File: config.mk
export PLATFORM = sky130hd
export DESIGN_NAME = meio_subtrator_trio
export DESIGN_NICKNAME = d
export VERILOG_FILES = /design/src/rtl/meio_subtrator_trio.sv
export SDC_FILE = /design/constraint.sdc
export NUM_CORES = 1
export LEC_CHECK = 0
export CELL_PAD_IN_SITES_DETAIL_PLACEMENT = 1
export CELL_PAD_IN_SITES_GLOBAL_PLACEMENT = 1
export CORE_ASPECT_RATIO = 0.6
export CORE_MARGIN = 5
export CORE_UTILIZATION = 26
export CTS_CLUSTER_DIAMETER = 150
export DETAILED_ROUTE_END_ITERATION = 6
export GPL_TIMING_DRIVEN = 0
export PLACE_DENSITY_LB_ADDON = 0.12
export SLEW_MARGIN = 10
export SYNTH_ARGS = -nofsm -noshare
export SYNTH_HDL_FRONTEND = slang
export SYNTH_SLANG_ARGS = --single-unit
File: constraint.sdc
create_clock -name clk -period 1.6 [get_ports clk]
set_clock_uncertainty 0.2 [all_clocks]
set_input_delay 0.32 -clock clk [delete_from_list [all_inputs] [get_ports clk]]
set_output_delay 0.32 -clock clk [all_outputs]
set_load 0.01 [all_outputs]
File: src/rtl/meio_subtrator_trio.sv
// Registered 1-bit half subtractor built three ways (gate, dataflow, truth table) with a cross-check.
// Latency 1 cycle; no backpressure, a sample is accepted every cycle.
module meio_subtrator_trio #(
    parameter int CNT_W = 8
) (
    input  logic             clk,
    input  logic             rst,
    input  logic             in_valid,
    input  logic             A,
    input  logic             B,
    output logic             out_valid,
    output logic             D_1,
    output logic             Borrow_1,
    output logic             D_2,
    output logic             Borrow_2,
    output logic             D_3,
    output logic             Borrow_3,
    output logic             mismatch,
    output logic             error_sticky,
    output logic [CNT_W-1:0] borrow_cnt
);

    // Implementation 1: primitive gates.
    wire d_1_c;
    wire borrow_1_c;
    wire a_n;

    xor g_xor (d_1_c, A, B);
    not g_not (a_n, A);
    and g_and (borrow_1_c, a_n, B);

    // Implementation 2: dataflow.
    logic d_2_c;
    logic borrow_2_c;

    assign d_2_c      = A ^ B;
    assign borrow_2_c = ~A & B;

    // Implementation 3: truth table. The result is routed through a net so a
    // hierarchical force on it is cleanly undone by release.
    logic d_3_tt;
    logic borrow_3_tt;
    logic d_3_c;
    logic borrow_3_c;

    always_comb begin
        d_3_tt      = 1'b0;
        borrow_3_tt = 1'b0;
        case ({A, B})
            2'b00:   begin d_3_tt = 1'b0; borrow_3_tt = 1'b0; end
            2'b01:   begin d_3_tt = 1'b1; borrow_3_tt = 1'b1; end
            2'b10:   begin d_3_tt = 1'b1; borrow_3_tt = 1'b0; end
            2'b11:   begin d_3_tt = 1'b0; borrow_3_tt = 1'b0; end
            default: begin d_3_tt = 1'b0; borrow_3_tt = 1'b0; end
        endcase
    end

    assign d_3_c      = d_3_tt;
    assign borrow_3_c = borrow_3_tt;

    logic mismatch_c;
    assign mismatch_c = (d_1_c != d_2_c) | (d_1_c != d_3_c)
                      | (borrow_1_c != borrow_2_c) | (borrow_1_c != borrow_3_c);

    always_ff @(posedge clk) begin
        if (rst) begin
            out_valid    <= 1'b0;
            D_1          <= 1'b0;
            Borrow_1     <= 1'b0;
            D_2          <= 1'b0;
            Borrow_2     <= 1'b0;
            D_3          <= 1'b0;
            Borrow_3     <= 1'b0;
            mismatch     <= 1'b0;
            error_sticky <= 1'b0;
            borrow_cnt   <= '0;
        end else begin
            out_valid <= in_valid;
            D_1       <= d_1_c;
            Borrow_1  <= borrow_1_c;
            D_2       <= d_2_c;
            Borrow_2  <= borrow_2_c;
            D_3       <= d_3_c;
            Borrow_3  <= borrow_3_c;
            mismatch  <= mismatch_c;
            if (in_valid && mismatch_c)
                error_sticky <= 1'b1;
            // Saturate at all-ones rather than wrap.
            if (in_valid && borrow_2_c && (borrow_cnt != {CNT_W{1'b1}}))
                borrow_cnt <= borrow_cnt + 1'b1;
        end
    end

endmodule

After elaboration in Yosys (flattened, before gate mapping):

Cells that the tools add are included.

* output and inout port bits: 17
* register bits: 15
* input port bits: 5
* logic and storage cells: 28

* eq/ne operators: 6
* bitwise operators: 4
* muxes and demuxes: 2
* add/sub/neg operators: 1
* reduce and logical (&&, ||, !) cells: 7

Operator list (number)
* $add A8 B1 Y8 const B: 1
* $ne A8 B8 Y1 const B: 1
* $eq A2 B2 Y1 const B: 2
* $pmux W1 S2: 2
* $reduce_or A2 Y1: 2
* $logic_and A1 B1 Y1: 3
* $reduce_or A3 Y1: 1
* $eq A2 B1 Y1 const B: 1
* $logic_not A2 Y1: 1
* $ne A1 B1 Y1: 2
* $and A1 B1 Y1: 1
* $not A1 Y1: 1
* $or A1 B1 Y1: 1
* $xor A1 B1 Y1: 1

Logic depth before layout (Yosys ltp):

* depth in word-level cells: 6
* gate-level depth with buffers: 6
* mapped depth without buffers: 6

Worst setup path before layout:

Ideal clock, no wire load.

* kind: reg2reg
* from: register borrow_cnt[2]
* to: register borrow_cnt[5]
* buffers on the path: 0
* library setup time: 0.071 ns
* data arrival time: 1.334 ns
* slack: -0.004 ns
* period minus slack after synthesis: 1.604 ns
* required time: 1.329 ns
* stages on the path, launching flop included: 5
* cell sequence: dfxtp_1 and3_1 nand3_2 or4_1 a21oi_1

* cells in the longest elaborated chain, start to end: 2
* elaborated cells on any way between the ends: 3
* classes of those cells: add/sub (1); eq/ne (1); reduce/logical (1)

Ends and longest elaborated chain
* start, declared: RTL line 20 `output logic [CNT_W-1:0] borrow_cnt`
* start signal, assigned: RTL line 90 `borrow_cnt <= borrow_cnt + 1'b1;`
* parallel branches: the longest is 2 deep, another holds $add A8 B1 Y8

Parallel ways; which one is timed is not known.
A chain may end at the register's enable or synchronous reset.

Worst setup path in the final report:

* from: register borrow_cnt[1]
* to: register borrow_cnt[5]

The elaborated chain is that of the path after synthesis.

==> metrics.md <==
| Metric | Value |
|---|---|
| Outcome | `complete, no violations` |
| Crit-path max FO | `4` |
| Synth top area cells | `dfxtp_1, buf_4, nor2_1` |
| Initial antenna violation count | `0` |
| Hold Fails Final Rpt | `0` |
| GRT Total Usage | `11.4%` |
| Count of final setup violators | `0` |
| Fin util | `44.3%` |
| Worst R2R End | `borrow_cnt[5]` |
| Critical Path End | `borrow_cnt[5]` |
| Sequential element share of the synthesized area | `46.3%` |
| RR Startpoint | `borrow_cnt[1]` |
| Core ar. | `2110 um2` |
| Internal Power | `463 uW` |
| Total negative slack | `0 ps` |
| Worst slew margin | `64.9%` |
| Clock slew at reported path FFs | `80 ps` |
| Initial core utilization | `26.6%` |
| Tmin final | `1580 ps` |
| Net Sw Power | `152 uW` |
| Post-DP HPWL | `1150 um` |
| Die H | `46.0 um` |
| Least-Margin Pin Slew | `526 ps` |
| # DRC | `0` |
| Lkg Pwr | `0.417 nW` |
| Buffers on Ports | `21` |
| Synth Instances | `62` |
| Rows | `13` |
| Most common cell after layout, fill and taps aside | `dlygate4sd2_1` |
| Commonest cells after routing, fill and taps aside | `dlygate4sd2_1, buf_4, nor2_1, dfxtp_1, dfxtp_2` |
| Syn Nets | `69` |
| Area grow syn2layout | `66.6%` |
| Pwr Density | `657 nW/um2` |
| Vias/cell | `4.65` |
| Flops & latches, synth | `13` |
| RePlAce Congestion | `0.767` |
| Pre-CTS setup slack | `-552 ps` |
| Via count | `576` |
| Gate power share | `11.8%` |
| Routed wire per std cell | `14.2 um` |
| CP startpoint | `borrow_cnt[1]` |
| Pins Over Slew Limit | `0` |
| Setup ws final | `21.3 ps` |
| Unrepaired setup endpoints after global routing | `yes` |
| Gr ovfl total | `0` |
| Yosys top cell by area | `dfxtp_1` |
| Crit. End Element | `flop` |
| Post-route clock period utilization | `98.7%` |
| Final antenna-violating net count | `0` |
| Synth top area share | `46.3%` |
| Max-cap viol count | `0` |
| Sw frac | `24.7%` |
| # H-tree levels | `1` |
| Die width | `70.0 um` |
| Reg2Reg Setup Slack | `20 ps` |
| WP data required | `1610 ps` |
| Mapped Avg Cell Area | `9.06 um2` |
| Clock network power share | `34.1%` |
| Fill cells | `259` |
| CTS Hold Bufs | `0` |
| CTS root buffer | `clkbuf_4` |
| Drt pass-1 iters | `4` |
| Share of cells above drive strength 1 | `33.0%` |
| # IOs | `22` |
| Vias in the first global route | `576` |
| Placed cell area | `811 um2` |
| Total CTS buffers | `3` |
| WP data arrival | `1590 ps` |
| Global-route wire length before repair | `2780 um` |
| Final WL | `1770 um` |
| Synth cell types | `26` |
| Finished Cell Area | `936 um2` |
| Maximum clock insertion buffer count | `2` |
| Seq pwr share | `54.1%` |
| DR iter-0 viols | `10` |
| R2r worst-path depth | `4` |
| TritonCTS clock tree | `built` |
| Fmax achieved | `0.633 GHz` |
| Startpoint Class | `flop` |
| ANT cells | `0` |
| Final hold slack | `265 ps` |
| NumNets Final | `102` |
| Crit Path Category | `flop to flop` |
| Post-synthesis cell area | `562 um2` |
| Die area | `3220 um2` |
| Ys Warns | `0` |
| Worst-Skew Late Latency | `280 ps` |
| Worst vdd ir | `0.320 mV` |
| HP Class | `flop to flop` |
| # clock sinks | `13` |
| Largest net degree at the start of global routing | `11` |
==> worst min path at each step <==
stage,startpoint,to,slack [ps],cells after the start
finish,error_sticky,error_sticky,270,1
global route,borrow_cnt[6],borrow_cnt[6],300,1
CTS,error_sticky,error_sticky,270,1
detailed placement,error_sticky,error_sticky,260,1
global placement,error_sticky,error_sticky,260,1
floorplan,rst,error_sticky,190,1
==> per-layer routing <==
| metal | up-vias | global-route usage [%] | routed length, um |
|---|---|---|---|
| li1 | 280 | - | - |
| met1 | 277 | 13.9 | 855 |
| met2 | 15 | 17.8 | 769 |
| met3 | 4 | 5.95 | 123 |
| met4 | 0 | 3.44 | 17 |
| met5 | - | 0 | 0 |
==> cell families after synthesis <==
group	share of synthesized area [%]
simple gates	24.5
compound gates	10.0
fa+ha+maj	4.45
mux	3.56
flops	46.3
xor+xnor	3.12
other cells	0.668
buf+inv	7.35
==> cells in the mapped netlist (all sizes together) <==
cell type,number
o21ai,1
or3,1
inv,2
nand2,3
o211ai,1
or4,1
xnor2,1
dfxtp,13
conb,1
nand3,3
buf,4
o31ai,1
a21oi,3
nor3,2
nand4,3
and3,1
nor2,8
and4,1
mux2i,2
nor2b,3
xor2,1
a211oi,2
a31oi,1
clkbuf,1
ha,2
==> sequential cells by signal (all words and copies together), names as in the netlist <==
signal,count
D_3,1
error_sticky,1
Borrow_2,1
borrow_cnt,8
out_valid,1
mismatch,1
==> per-stage QoR <==
| step | std cells | power, mW |
|---|---|---|
| 6_report | 124 | 0.615 |
| 3_5_place_dp | 113 | 0.417 |
| 5_1_grt | 124 | 0.648 |
| 3_3_place_gp | 113 | 0.416 |
| 4_1_cts | 119 | 0.618 |
| 2_1_floorplan | 62 | 0.372 |
==> timing repair <==
item	CTS	global route
endpoints found under the setup margin	23	3
buffers inserted	2	5
pin swaps	5	9
resized for setup	38	3
==> cell type report <==
class	instances	area, um2	area share (%)
inverters	2	7.51	0.802
repair buffers	28	238	25.4
well taps	30	37.5	4.01
multi-input cells	42	315	33.7
clock buffers	4	26.3	2.81
plain buffers	5	33.8	3.61
flip-flops and latches	13	278	29.7
==> worst max-delay path, cell delays in order (launching register included) <==
cell	delay [ps]
dfxtp_4	380
and3_4	200
nand3_4	90
or4_4	500
a21oi_2	140
==> power by group through the flow <==
stage / combinational [mW] / clock [mW] / sequential, mW
3_3_place_gp: 0.0727 / 0 / 0.343
6_report: 0.0727 / 0.210 / 0.332
3_5_place_dp: 0.0739 / 0 / 0.343
4_1_cts: 0.0694 / 0.215 / 0.333
2_1_floorplan: 0.0256 / 0 / 0.347
5_1_grt: 0.0804 / 0.234 / 0.334
Note: power is estimated with default switching activity, not from simulation.
